<file path="src/rtl/note_envelope_shaper.sv">
// Paces sine samples at the codec rate and scales them by a gate-driven ADSR envelope.
// Define ENV_EXP_RELEASE_EN for an exponential release tail instead of the linear one.
module note_envelope_shaper #(
  parameter int unsigned SAMPLE_DIV    = 1042,
  parameter logic [15:0] ATTACK_STEP   = 16'h0100,
  parameter logic [15:0] DECAY_STEP    = 16'h0040,
  parameter logic [15:0] SUSTAIN_LEVEL = 16'hC000,
  parameter logic [15:0] RELEASE_STEP  = 16'h0040,
  parameter int unsigned RELEASE_SHIFT = 8
) (
  input  logic        CLOCK_50,
  input  logic        reset,
  input  logic        gate,
  input  logic [31:0] wave_in,
  input  logic        audio_out_allowed,
  output logic        write_audio_out,
  output logic [31:0] sample_out,
  output logic [15:0] env_level,
  output logic        busy,
  output logic [15:0] overrun_count
);

  typedef enum logic [2:0] {IDLE, ATTACK, DECAY, SUSTAIN, RELEASE} state_t;

  localparam logic [15:0] TICK_LAST = 16'(SAMPLE_DIV - 1);

  state_t             state;
  logic        [15:0] tick_cnt;
  logic               tick;
  logic               pending;
  logic signed [48:0] product;
  logic               unused_product_bits;
  logic        [16:0] att_sum;
  logic        [16:0] dec_diff;
  logic        [16:0] rel_diff;
  logic        [15:0] rel_step;

  assign tick            = (tick_cnt == TICK_LAST);
  assign write_audio_out = pending & audio_out_allowed;

  assign product             = $signed(wave_in) * $signed({1'b0, env_level});
  assign unused_product_bits = ^{product[48], product[15:0]};

  // Step math carries a 17th bit so saturation and clamping are detected, never wrapped.
  assign att_sum  = {1'b0, env_level} + {1'b0, ATTACK_STEP};
  assign dec_diff = {1'b0, env_level} - {1'b0, DECAY_STEP};
  assign rel_diff = {1'b0, env_level} - {1'b0, rel_step};

`ifdef ENV_EXP_RELEASE_EN
  logic [15:0] exp_step;
  assign exp_step = env_level >> RELEASE_SHIFT;
  assign rel_step = (exp_step == 16'd0) ? 16'd1 : exp_step;
`else
  localparam int unsigned UNUSED_RELEASE_SHIFT = RELEASE_SHIFT;
  assign rel_step = RELEASE_STEP;
`endif

  always_ff @(posedge CLOCK_50) begin
    if (reset) begin
      tick_cnt      <= 16'd0;
      state         <= IDLE;
      env_level     <= 16'd0;
      sample_out    <= 32'd0;
      pending       <= 1'b0;
      busy          <= 1'b0;
      overrun_count <= 16'd0;
    end else begin
      tick_cnt <= tick ? 16'd0 : tick_cnt + 16'd1;

      // A tick always loads the newest sample; a concurrent write has already taken the old one.
      if (tick) begin
        sample_out <= product[47:16];
        pending    <= 1'b1;
        if (pending && !write_audio_out && overrun_count != 16'hFFFF)
          overrun_count <= overrun_count + 16'd1;
      end else if (write_audio_out) begin
        pending <= 1'b0;
      end

      if (tick) begin
        case (state)
          IDLE: begin
            if (gate) begin
              state <= ATTACK;
              busy  <= 1'b1;
            end
          end
          ATTACK: begin
            if (!gate) begin
              state <= RELEASE;
            end else if (att_sum >= 17'h0FFFF) begin
              env_level <= 16'hFFFF;
              state     <= DECAY;
            end else begin
              env_level <= att_sum[15:0];
            end
          end
          DECAY: begin
            if (!gate) begin
              state <= RELEASE;
            end else if (dec_diff[16] || dec_diff[15:0] <= SUSTAIN_LEVEL) begin
              env_level <= SUSTAIN_LEVEL;
              state     <= SUSTAIN;
            end else begin
              env_level <= dec_diff[15:0];
            end
          end
          SUSTAIN: begin
            if (!gate) state <= RELEASE;
          end
          RELEASE: begin
            if (gate) begin
              state <= ATTACK;
            end else if (rel_diff[16] || rel_diff[15:0] == 16'd0) begin
              env_level <= 16'd0;
              state     <= IDLE;
              busy      <= 1'b0;
            end else begin
              env_level <= rel_diff[15:0];
            end
          end
          default: begin
            state     <= IDLE;
            env_level <= 16'd0;
            busy      <= 1'b0;
          end
        endcase
      end
    end
  end

endmodule

</file>
<file path="config.mk">
export PLATFORM = sky130hd
export DESIGN_NAME = note_envelope_shaper
export DESIGN_NICKNAME = d
export VERILOG_FILES = /design/src/rtl/note_envelope_shaper.sv
export SDC_FILE = /design/constraint.sdc
export NUM_CORES = 1
export LEC_CHECK = 0
export ABC_AREA = 1
export BUFFER_PORTS_ARGS = -buffer_cell sky130_fd_sc_hd__buf_2
export CORE_AREA = 5 5 240 242
export CTS_CLUSTER_SIZE = 25
export DETAILED_ROUTE_END_ITERATION = 7
export DIE_AREA = 0 0 245 247
export MAX_ROUTING_LAYER = met4
export PLACE_DENSITY = 0.65
export SETUP_SLACK_MARGIN = 0.05
export SLEW_MARGIN = 40
export SYNTH_ARGS = -nofsm -noshare
export SYNTH_HDL_FRONTEND = slang
export SYNTH_SLANG_ARGS = --single-unit
</file>
<file path="constraint.sdc">
create_clock -name CLOCK_50 -period 8.3 [get_ports CLOCK_50]
set_input_delay 1.245 -clock CLOCK_50 [delete_from_list [all_inputs] [get_ports CLOCK_50]]
set_output_delay 1.245 -clock CLOCK_50 [all_outputs]
set_load 0.005 [all_outputs]
</file>
# Word level (Yosys, flattened, before mapping)
# Index checks and enable logic that the tools add are counted.
# word_totals
register_bits,85
wordCells,69
input_bits,36
# op_classes
n_eq_ne,15
n_mux,22
multipliers,1
order_cmp,2
n_addsub,4
bitwise_logic,3
reduce_logical,15
# op_table
cell,n
2-to-1 mux 16 bit,6
case mux 16 bit (4 select lines),1
multiplier 32 x 17 -> 48 bit,1
"adder 16 x 1 -> 16 bit, second input constant",2
2-to-1 mux 3 bit,8
"adder 16 x 9 -> 17 bit, second input constant",1
">= comparator 17 x 16 -> 1 bit, second input constant",1
"subtractor 16 x 7 -> 17 bit, second input constant",1
"equality test 16 x 11 -> 1 bit, second input constant",1
"less-or-equal comparator 16 bit, second input constant",1
zero test 16 bit,1
"!= test 16 bit, second input constant",1
case mux 3 bit (5 select lines),1
"!= test 2 bit, second input constant",6
AND reduction 5 bit,2
"!= test 3 bit, second input constant",3
"equality test 3 x 2 -> 1 bit, second input constant",2
AND reduction 6 bit,1
2-to-1 mux 1 bit,5
OR reduction 2 bit,2
"equality test 3 x 1 -> 1 bit, second input constant",1
"equality test 3 bit, second input constant",1
zero test 3 bit,1
case mux 1 bit (3 select lines),1
8 further kinds,11

# Logic depth before layout (Yosys ltp)
# Gate-level depths: netlist of run 1.
# depth
depth_word,6
mapped_depth,31
mapped_depth_nobuf,29

# Least setup slack after synthesis of run 1
# OpenSTA, ideal clock, no wires.
# synth_path
path_kind,input port to flip-flop
startpoint,in wave_in[31]
endpoint,reg sample_out[31]
path_stages,24
path_buffers,1
arrival_ns,6.290
slack_ns,1.901
path_cell_list,clkbuf_1 -> nand2_1 -> fa_1 -> inv_1 -> fa_1 -> inv_1 -> fa_1 -> fa_1 -> fa_1 -> inv_1 -> fa_1 -> ha_1 -> inv_1 -> nor3_1 -> nand2_1 -> inv_1 -> nand2_1 -> nor3_1 -> nand2_1 -> nand3_1 -> nand2b_1 -> nand3_1 -> nand2_1 -> inv_1
# synth_via
elab_chain_len,1
# synth_rtl
item,line_no,rtl
"start, declared",14,"input logic [31:0] wave_in,"
multiplier 32 x 17 -> 48 bit,41,"assign product = $signed(wave_in) * $signed({1'b0, env_level});"
"end signal, assigned",72,sample_out <= product[47:16];
"end, declared",17,"output logic [31:0] sample_out,"
# No other way between the ends.
# A chain may end at the register's enable or synchronous reset.

# Worst setup path in the final report of run 1
# layout_path
startpoint,in wave_in[16]
endpoint,reg sample_out[13]
# The elaborated chain is that of the path after synthesis.

==> flow_summary.json, run 1 <==
{
  "maxCapViolCount": 0,
  "maxSlewHeadroom": 0.461,
  "dp_hpwl_mm": 47.7,
  "first_pass_iters": 6,
  "critPathKind": "input port to flop",
  "ys_top_cells_by_area": "fa_1 42%, inv_1 15%, nand2_1 12%",
  "antenna_found_initial": 2,
  "synth_compound_area_frac": 0.0506,
  "die_h_um": 247,
  "worstSetupStartpointType": "input port",
  "p_per_area_mw_per_mm2": 37.3,
  "setup_viol": 0,
  "synth-seq-cells": 80,
  "clock_latency_ns": 0.35,
  "vias_per_cell": 4.75,
  "grt_use_total": 0.201,
  "setup_tns_ns": 0,
  "fin_ws_ns": 1.42,
  "final.period_utilization": 0.829,
  "rows": 86,
  "cp_max_fo": 11,
  "vias": 17435,
  "io_buffers": 101,
  "synthMuxAreaShare": 0,
  "ioPinCount": 102,
  "instances_no_fill": 3674,
  "tightest_slew_ns": 0.808,
  "synth_cell_types": 46,
  "numCtsBuffers": 9,
  "synthAdderAreaFrac": 0.491,
  "hp-class": "flop to flop",
  "synth_xor_area_frac": 0.0136,
  "cts_setup_buffers": 0,
  "cts.reportedPaths.clkPinSlew_ns": 0.06,
  "core_mm2": 0.0549,
  "hold_viol_final": 0,
  "drive_gt1_frac": 0.0569,
  "p_leak_nw": 13.7,
  "required_ns": 8.59,
  "final_nets": 3582,
  "slew_violations": 0,
  "peakVddDrop_mv": 0.0709,
  "synth_edf_count": 0,
  "cp_slowest_cell": "fa_1",
  "cts_tree": "done",
  "fp.dieW_um": 245,
  "max_stage_delay_ns": 0.59,
  "yosys_warnings": 0,
  "synthSimpleGateAreaFrac": 0.202,
  "ant_nets": 0,
  "crit_path_end_kind": "flop",
  "place_ws_ns": 1.10,
  "worst_ep_arrival_time_ns": 7.17,
  "hold_buffers": 0,
  "start_util": 0.399,
  "area_growth_pct": 6.43,
  "yosysTopAreaCellShare": 0.419,
  "synth_top_family_by_area": "adder cells",
  "crit_chain": "buf_2 -> nand2_1 -> fa_1 -> fa_1 -> inv_1 -> fa_1 -> fa_1 -> fa_1 -> inv_1 -> fa_1 -> inv_1 -> ha_1 -> nand2_1 -> nor2_1 -> inv_1 -> o21ai_0 -> inv_1 -> nor2_1 -> nor2_1 -> nand2_1 -> xor2_1 -> o21ai_0 -> inv_1",
  "postRouteWirelength_mm": 56.3,
  "first_global_vias": 18340,
  "synth-async-reset-ratio": 0,
  "die_area_mm2": 0.0605,
  "finalClockSkew_ns": 0.00849,
  "cts-root-buf": "clkbuf_16",
  "avgSynthCellArea_um2": 7.44,
  "gp_congestion": 0.945,
  "dp.cells": 3657,
  "grt_pass1_wl_mm": 95.8,
  "globalRouteOverflowTotal": 0,
  "rsz0062_at_grt": "no",
  "ys_seq_area_frac": 0.0732,
  "synth_nets": 3558,
  "drc": 0,
  "cts_sinks": 80,
  "post_drt_wl_per_cell_um": 15.3,
  "cts_resized": 0,
  "initialDrtViolationCount": 913,
  "cts_max_path_buffers": 2,
  "status": "complete, no violations",
  "syn-cell-area_mm2": 0.0219,
  "ys.flop_type": "dfxtp_1",
  "htreeDepth": 3,
  "synth_top_area_cell": "fa_1",
  "synth_cells": 2940,
  "grt_max_degree": 53,
  "post-route-min-period_ns": 6.88,
  "clock.fmax_mhz": 145
}
layout make-up:
cell class | count | area (um^2)
fillers | 5670 | 31600
multi-input cells | 1886 | 16600
inverters | 872 | 3270
flip-flops and latches | 80 | 1630
well taps | 704 | 881
repair buffers | 115 | 611
clock buffers | 10 | 229
clock inverters | 6 | 90.1
diodes | 1 | 2.50
where the power goes:
| group | leakage, nW | internal (W) | switching [W] |
|---|---|---|---|
| logic | 12.9 | 0.00000887 | 0.0000427 |
| registers | 0.651 | 0.000383 | 0.00000116 |
| clock network | 0.153 | 0.000265 | 0.000168 |
logic make-up (layout without fill, tap and decap cells):
kind of cell | count (synthesis) | count (layout)
AND/OR/NAND/NOR | 1073 | 1073
buffers and inverters | 974 | 1003
adder cells (fa/ha/maj) | 584 | 584
AO/OA/AOI/OAI | 195 | 195
flip-flops | 80 | 80
XOR/XNOR | 34 | 34
other | 0 | 1
worst max-delay path: cells and delay by family:
family	cells	cell delay [ns]
AO/OA/AOI/OAI	2	0.32
XOR/XNOR	1	0.39
AND/OR/NAND/NOR	6	1.03
buffers and inverters	7	0.65
adder cells (fa/ha/maj)	7	3.50
Yosys cell counts (2+ instances only):
cell      instances
o21ai_1           2
nor2_2            5
dfxtp_1          80
nand3_2           4
nand2b_1          3
inv_1           868
nor4_1           10
o21bai_1         12
nor2_1          212
buf_4             7
nand3_1          88
nor3_1           34
inv_2             4
a21oi_1          87
a31oi_1           9
o21ai_0          56
or2_2             4
xor2_1           20
o21a_1            4
fa_1            458
buf_1            11
xnor2_1          14
nand3b_1          4
o211ai_1          4
clkbuf_1         71
a21boi_0          3
nand4_1          22
a21o_1           14
ha_1            124
maj3_1            2
nor4_4            2
buf_2            12
nand2_1         677
worst paths after layout:
check                                   from             end  slack [ns]  depth (start not counted)
worst min register to register          busy            busy        0.45                          2
worst min-delay path                    busy            busy        0.45                          2
worst max register to register  env_level[4]  sample_out[13]        1.59                         22
worst max-delay path             wave_in[16]  sample_out[13]        1.42                         23
state kept, by name (all words and copies together) (netlist names):
signal,cells
sample_out,32
overrun_count,16
tick_cnt,16
env_level,11
state,3
busy,1
pending,1
routing by layer:
metal / wire, um / share of wire / up-vias / track usage
li1: - / - / 8499 / -
met3: 2950 / 0.052 / 96 / 0.0306
met2: 27900 / 0.50 / 401 / 0.345
met4: 1620 / 0.029 / 0 / 0.0541
met1: 23800 / 0.42 / 8439 / 0.251
met5: 0 / 0 / - / -
stage by stage:
step	hold WS [ns]	total power (W)	cell area (um^2)	util
2_1_floorplan	0.433	0.000423	21900	-
3_3_place_gp	0.438	0.000446	22900	0.418
3_5_place_dp	0.442	0.000445	23000	0.418
4_1_cts	0.452	0.000880	23300	0.424
5_1_grt	0.476	0.000901	23300	0.424
6_report	0.449	0.000869	23300	0.424
placed cells by master (no fill, tap or decap), types with 56 or more instances in the layout:
cell type | synthesis | layout
nand3_1 | 88 | 88
nor2_1 | 212 | 212
a21oi_1 | 87 | 87
nand2_1 | 677 | 677
dfxtp_1 | 80 | 70
inv_1 | 868 | 867
o21ai_0 | 56 | 56
ha_1 | 124 | 124
fa_1 | 458 | 458
buf_2 | 12 | 101
Power figures use the tool's default switching activity.
==> run 2, diff against run 1 <==
--- a/config.mk
+++ b/config.mk
@@ -5,14 +5,14 @@
 export SDC_FILE = /design/constraint.sdc
 export NUM_CORES = 1
 export LEC_CHECK = 0
-export ABC_AREA = 1
+export ABC_AREA = 0
 export BUFFER_PORTS_ARGS = -buffer_cell sky130_fd_sc_hd__buf_2
-export CORE_AREA = 5 5 240 242
+export CORE_AREA = 5 5 233 235
 export CTS_CLUSTER_SIZE = 25
 export DETAILED_ROUTE_END_ITERATION = 7
-export DIE_AREA = 0 0 245 247
+export DIE_AREA = 0 0 238 240
 export MAX_ROUTING_LAYER = met4
-export PLACE_DENSITY = 0.65
+export PLACE_DENSITY = 0.64
 export SETUP_SLACK_MARGIN = 0.05
 export SLEW_MARGIN = 40
 export SYNTH_ARGS = -nofsm -noshare
==> constraint.sdc (replaced) <==
create_clock -name CLOCK_50 -period 7 [get_ports CLOCK_50]
set_input_delay 1.05 -clock CLOCK_50 [delete_from_list [all_inputs] [get_ports CLOCK_50]]
set_output_delay 1.05 -clock CLOCK_50 [all_outputs]
set_load 0.005 [all_outputs]
==> run 2 against run 1 <==
  * Non-clock buffer count increased by 82
  * Via count decreased by 11%
  * Combinational power increased by 28%
  * Worst hold slack improved by 0.0042 ns
  * Critical path depth decreased by 2
  * Sequential share of layout area increased by 0.20 points
  * Power increased by 19%
  * Routed wire length decreased by 6.5%
  * Utilization increased by 0.59 points
  * Clock skew decreased by 0.0023 ns
  * Global-route usage decreased by 0.35 points
  * Critical endpoint is now sample_out[30]
==> flow_summary.json, run 2 <==
{
  "vias": 15484,
  "postRouteWirelength_mm": 52.6,
  "crit_chain": "buf_2 -> nand2_1 -> fa_1 -> fa_1 -> fa_1 -> inv_1 -> fa_1 -> fa_1 -> inv_1 -> fa_1 -> inv_1 -> ha_1 -> nand2_1 -> nor2_1 -> a221oi_2 -> a21oi_1 -> o31ai_2 -> buf_4 -> a21oi_1 -> or3_1 -> a32o_1",
  "fp.dieW_um": 238,
  "antenna_cells": 0,
  "grt_use_total": 0.198,
  "first_pass_iters": 5,
  "maxCapViolCount": 0,
  "yosysTopAreaCellShare": 0.449,
  "ys_top_cells_by_area": "fa_1 45%, inv_1 9.6%, dfxtp_1 7.8%",
  "final_common_cell": "inv_1",
  "initialDrtViolationCount": 963,
  "avgSynthCellArea_um2": 8.91,
  "num-fill-cells": 5115,
  "start_util": 0.393,
  "place_ws_ns": -0.134,
  "p_per_area_mw_per_mm2": 46.4,
  "final_cell_mix": "520 x inv_1, 458 x fa_1, 290 x nand2_1, 170 x and2_1, 124 x ha_1",
  "yosys_warnings": 0,
  "largest_register_ffs": 32,
  "internal_power_w": 0.000786,
  "post-route-min-period_ns": 6.67,
  "maxSlewHeadroom": 0.544,
  "crit_top_cell": "fa_1",
  "p_leak_nw": 11.8,
  "setup_viol": 0,
  "power_w": 0.00104,
  "worstSetupStartpointType": "input port",
  "slew_violations": 0,
  "clock.fmax_mhz": 150,
  "crit_path_end_kind": "flop",
  "grt_max_degree": 53,
  "synth_cells": 2294,
  "cts_tree": "done",
  "final_nets": 3001,
  "required_ns": 7.23,
  "drive_gt1_frac": 0.105,
  "hp-class": "flop to flop",
  "status": "complete, no violations",
  "ys.flop_type": "dfxtp_1",
  "numCtsBuffers": 9,
  "worst_ep_arrival_time_ns": 6.90,
  "cts.reportedPaths.clkPinSlew_ns": 0.06,
  "area_growth_pct": 9.48,
  "regMostFlops": "sample_out",
  "syn-cell-area_mm2": 0.0204,
  "critPathKind": "input port to flop",
  "die_h_um": 240,
  "dp.cells": 3060,
  "cp_max_fo": 11,
  "rsz0062_at_grt": "yes",
  "reg_top3": "sample_out (32), overrun_count (16), tick_cnt (16)",
  "cts_sinks": 80,
  "synth_most_common_cell": "inv_1",
  "hold_viol_final": 0,
  "cts_resized": 0,
  "synth-async-reset-ratio": 0,
  "cp_slowest_cell": "fa_1",
  "seq_power_share": 0.442,
  "synth_cell_types": 84,
  "globalRouteOverflowTotal": 0,
  "synth-seq-cells": 80,
  "power_frac_comb": 0.064,
  "max_stage_delay_ns": 0.56,
  "cts-root-buf": "clkbuf_16",
  "hold_buffers": 0,
  "synth_top_area_cell": "fa_1",
  "ys_seq_area_frac": 0.0784,
  "post_drt_wl_per_cell_um": 17.1,
  "dp_hpwl_mm": 44.9,
  "peakVddDrop_mv": 0.105,
  "io_buffers": 101,
  "synth_nets": 2912,
  "final.period_utilization": 0.953,
  "die_area_mm2": 0.0571,
  "rows": 84,
  "htreeDepth": 3,
  "clock_latency_ns": 0.34,
  "antenna_found_initial": 1,
  "p_sw_w": 0.000251,
  "synth_edf_count": 0,
  "ioPinCount": 102,
  "cts_setup_buffers": 0,
  "cts_max_path_buffers": 2,
  "sw_frac_of_total": 0.242,
  "finalClockSkew_ns": 0.00614,
  "fin_ws_ns": 0.331,
  "vias_per_cell": 5.03,
  "first_global_vias": 17249,
  "core_mm2": 0.0520,
  "ant_nets": 0,
  "power_frac_clock": 0.494,
  "fin_util": 0.430,
  "grt_pass1_wl_mm": 89.1,
  "drc": 0,
  "instances_no_fill": 3076,
  "gp_congestion": 0.912,
  "synth_common_cells": "520 x inv_1, 458 x fa_1, 291 x nand2_1",
  "tightest_slew_ns": 0.684
}
[run 2: cell types whose count changed after synthesis, moves of 11 or more]
cell / delta
inv_1: -348
xnor2_1: +31
and2_1: +170
nand3_1: -50
nor2_1: -145
clkbuf_1: +27
and3_1: +13
nand2_1: -386
or3_1: +16
nor3_1: -11
a21oi_1: -13
[run 2: final timing paths]
path	from	to	slack [ns]	cells past startpoint
min	sample_out[8]	sample_out[8]	0.45	2
max	wave_in[12]	sample_out[30]	0.33	21
min reg2reg	sample_out[8]	sample_out[8]	0.45	2
max reg2reg	env_level[8]	sample_out[31]	0.49	21
[run 2: power groups by stage]
| stage | combinational, W | sequential (W) | clock [W] |
|---|---|---|---|
| after detailed placement | 0.0000657 | 0.000468 | 0 |
| after CTS | 0.0000658 | 0.000458 | 0.000522 |
| after floorplan | 0.0000303 | 0.000468 | 0 |
| final | 0.0000661 | 0.000458 | 0.000513 |
| after global routing | 0.0000714 | 0.000458 | 0.000540 |
| after global placement | 0.0000643 | 0.000468 | 0 |
[run 2: area by class of cell]
cell class | instances | area (um^2) | share of cell area
clock buffers | 10 | 229 | 0.0102
repair buffers | 197 | 1230 | 0.0548
clock inverters | 6 | 91.3 | 0.00408
inverters | 521 | 1960 | 0.0874
well taps | 688 | 861 | 0.0385
flip-flops and latches | 80 | 1610 | 0.0719
multi-input cells | 1574 | 16400 | 0.733
[run 2: cell families (layout without fill, tap and decap cells)]
logic type	count (synthesis)	count (layout)	share of synthesized area
XOR/XNOR	67	67	0.0291
AND/OR/NAND/NOR	686	686	0.167
flip-flops	80	80	0.0784
multiplexers	11	11	0.00576
buffers and inverters	640	734	0.121
adder cells (fa/ha/maj)	584	584	0.526
AO/OA/AOI/OAI	226	226	0.0737
[run 2: worst max-delay path: cells and delay by family]
| family | cells | cell delay, ns |
|---|---|---|
| adder cells (fa/ha/maj) | 7 | 3.45 |
| AO/OA/AOI/OAI | 5 | 1.16 |
| AND/OR/NAND/NOR | 4 | 0.70 |
| buffers and inverters | 5 | 0.52 |
[run 2: per-layer routing]
| layer | wire, um | global-route usage | vias to the layer above |
|---|---|---|---|
| met5 | 0 | - | - |
| li1 | - | - | 7088 |
| met3 | 2260 | 0.0195 | 93 |
| met4 | 1350 | 0.0471 | 0 |
| met2 | 26900 | 0.348 | 381 |
| met1 | 22100 | 0.249 | 7922 |
[run 2: stage by stage]
stage,cell area [um^2],setup TNS (ns),hold slack [ns]
floorplan,20400,0,0.441
global placement,22000,-0.0911,0.442
detailed placement,22000,-0.134,0.445
CTS,22300,0,0.456
global route,22400,0,0.469
finish,22400,0,0.453
==> run 3, diff against run 2 <==
--- a/config.mk
+++ b/config.mk
@@ -7,12 +7,14 @@
 export LEC_CHECK = 0
 export ABC_AREA = 0
 export BUFFER_PORTS_ARGS = -buffer_cell sky130_fd_sc_hd__buf_2
+export CELL_PAD_IN_SITES_DETAIL_PLACEMENT = 0
+export CELL_PAD_IN_SITES_GLOBAL_PLACEMENT = 1
 export CORE_AREA = 5 5 233 235
 export CTS_CLUSTER_SIZE = 25
 export DETAILED_ROUTE_END_ITERATION = 7
 export DIE_AREA = 0 0 238 240
 export MAX_ROUTING_LAYER = met4
-export PLACE_DENSITY = 0.64
+export PLACE_DENSITY = 0.77
 export SETUP_SLACK_MARGIN = 0.05
 export SLEW_MARGIN = 40
 export SYNTH_ARGS = -nofsm -noshare
==> run 3 against run 2 <==
  * Critical path depth grew 2
  * Final cell count grew 0.16%
  * Clock skew grew 0.0019 ns
  * Sequential share of layout area is essentially flat
  * First-iteration DRC count shrank 11%
  * Power shrank 0.30%
  * Combinational power grew 4.2%
  * Sequential power is essentially flat
  * Final area grew 0.51%
  * Critical path type unchanged
  * Clock power shrank 1%
  * Routed wire length grew 1.2%
==> flow_summary.json, run 3 (synthesized netlist as in run 2, its figures left out) <==
{
  "gp_congestion": 0.907,
  "first_pass_iters": 5,
  "numCtsBuffers": 9,
  "crit-reg2reg-capture": "sample_out[30]",
  "core_mm2": 0.0520,
  "internal_power_w": 0.000783,
  "vias": 15404,
  "rows": 84,
  "cts-root-buf": "clkbuf_16",
  "grt_pass1_wl_mm": 88.7,
  "post_drt_wl_per_cell_um": 17.3,
  "clock.fmax_mhz": 149,
  "antenna_found_initial": 0,
  "rr_worst_depth": 20,
  "fin_util": 0.432,
  "grt_use_total": 0.197,
  "worstSetupStartpointType": "input port",
  "hp-class": "flop to flop",
  "critPathKind": "input port to flop",
  "hold_buffers": 0,
  "r2r_start": "env_level[8]",
  "p_sw_w": 0.000250,
  "reg_top3": "sample_out (32), overrun_count (16), tick_cnt (16)",
  "slew_violations": 0,
  "tightest_slew_ns": 0.835,
  "area_growth_pct": 10.0,
  "ioPinCount": 102,
  "final_nets": 3005,
  "min_to": "sample_out[13]",
  "die_h_um": 240,
  "die_area_mm2": 0.0571,
  "setup_viol": 0,
  "busiest_layer": "met2",
  "clock_latency_ns": 0.34,
  "seqCellArea_mm2": 0.00161,
  "post-route-min-period_ns": 6.71,
  "use_met1": 0.257,
  "required_ns": 7.21,
  "hold_ws_ns": 0.450,
  "status": "complete, no violations",
  "p_leak_nw": 11.8,
  "drive_gt1_frac": 0.105,
  "power_frac_comb": 0.067,
  "seq_power_share": 0.443,
  "first_global_vias": 16864,
  "io_buffers": 101,
  "regMostFlops": "sample_out",
  "grt_max_degree": 53,
  "num-fill-cells": 5170,
  "htreeDepth": 3,
  "worstHoldStart": "sample_out[13]",
  "largest_register_ffs": 32,
  "grt_util_met3": 0.0139,
  "final_common_cell": "inv_1",
  "finalClockSkew_ns": 0.00809,
  "hold_viol_final": 0,
  "ant_nets": 0,
  "start_util": 0.393,
  "min_delay_path_depth": 2,
  "cp_max_fo": 7,
  "postRouteWirelength_mm": 53.3,
  "initialDrtViolationCount": 858,
  "peakVddDrop_mv": 0.101,
  "vias_per_cell": 5.00,
  "reg2reg_slack_ns": 0.38,
  "p_per_area_mw_per_mm2": 46.0,
  "maxCapViolCount": 0,
  "globalRouteOverflowTotal": 0,
  "sw_frac_of_total": 0.242,
  "crit_path_end_kind": "flop",
  "cts_tree": "done",
  "rsz0062_at_grt": "no",
  "maxSlewHeadroom": 0.441,
  "final_cell_mix": "520 x inv_1, 458 x fa_1, 291 x nand2_1, 170 x and2_1, 124 x ha_1",
  "cts.reportedPaths.clkPinSlew_ns": 0.07,
  "fp.dieW_um": 238,
  "cts_sinks": 80,
  "grt_use_met2": 0.346,
  "final.period_utilization": 0.958,
  "drc": 0,
  "cts_max_path_buffers": 2,
  "power_frac_clock": 0.490,
  "dp_hpwl_mm": 44.3,
  "multi_input_comb_area_mm2": 0.0164,
  "worst_ep_arrival_time_ns": 6.91
}
run 3: cell count changes in the layout (fill, tap and decap cells not counted), sizes merged:
cell and change:
buf +4, bufinv -1, clkbuf +1, clkinv -2, clkinvlp +1, diode +1, inv +1
run 3: area by class of cell:
cell class / instances / share of cell area
well taps: 688 / 0.0383
multi-input cells: 1574 / 0.728
clock inverters: 5 / 0.00267
inverters: 521 / 0.0870
diodes: 1 / 0.000111
repair buffers: 201 / 0.0603
clock buffers: 11 / 0.0117
flip-flops and latches: 80 / 0.0715
run 3: worst max-delay path by stage:
stage	depth (start not counted)	to	from	slack, ns
after floorplan	21	sample_out[28]	wave_in[19]	0.16
after global placement	22	sample_out[30]	wave_in[14]	-0.06
after detailed placement	23	sample_out[30]	wave_in[22]	-0.09
after CTS	23	sample_out[30]	wave_in[22]	0.25
after global routing	22	sample_out[22]	wave_in[22]	0.07
final	23	sample_out[18]	wave_in[11]	0.29
run 3: through the flow:
stage / setup WS, ns / std cells / cell area [um^2] / TNS (ns) / power (W)
finish: 0.292 / 3081 / 22500 / 0 / 0.00103
global route: 0.0700 / 3080 / 22500 / 0 / 0.00107
detailed placement: -0.0931 / 3064 / 22200 / -0.106 / 0.000537
CTS: 0.246 / 3080 / 22500 / 0 / 0.00105
global placement: -0.0559 / 3064 / 22100 / -0.0753 / 0.000536
floorplan: 0.158 / 2294 / 20400 / 0 / 0.000498
run 3: critical path, cell delays in order:
cell and delay (ns):
buf_2 0.15, nand2_1 0.23, inv_1 0.10, fa_1 0.56, inv_1 0.06, fa_1 0.43
fa_1 0.55, inv_1 0.05, fa_1 0.47, fa_1 0.53, inv_1 0.05, fa_1 0.48
inv_1 0.04, ha_1 0.30, nand4_1 0.14, nor3_1 0.20, buf_4 0.15, o2111ai_1 0.08
a31oi_1 0.35, o21ai_0 0.27, and3_1 0.23, o21ai_0 0.30, a21oi_1 0.11
run 3: routing by layer:
layer  vias to the layer above  wire (um)
li1                       7099          -
met1                      7896      23000
met2                       343      27200
met3                        66       1950
met4                         0       1090
met5                         -          0
run 3: repair_timing:
action	CTS	global route
resized for setup	0	2
buffers inserted	0	0
setup endpoints to repair	0	2
run 3: power groups by stage:
stage	Sequential [W]	Combinational, W	Clock, W
4_1_cts	0.000458	0.0000689	0.000519
6_report	0.000458	0.0000689	0.000507
2_1_floorplan	0.000468	0.0000303	0
5_1_grt	0.000458	0.0000742	0.000536
3_3_place_gp	0.000468	0.0000681	0
3_5_place_dp	0.000468	0.0000688	0
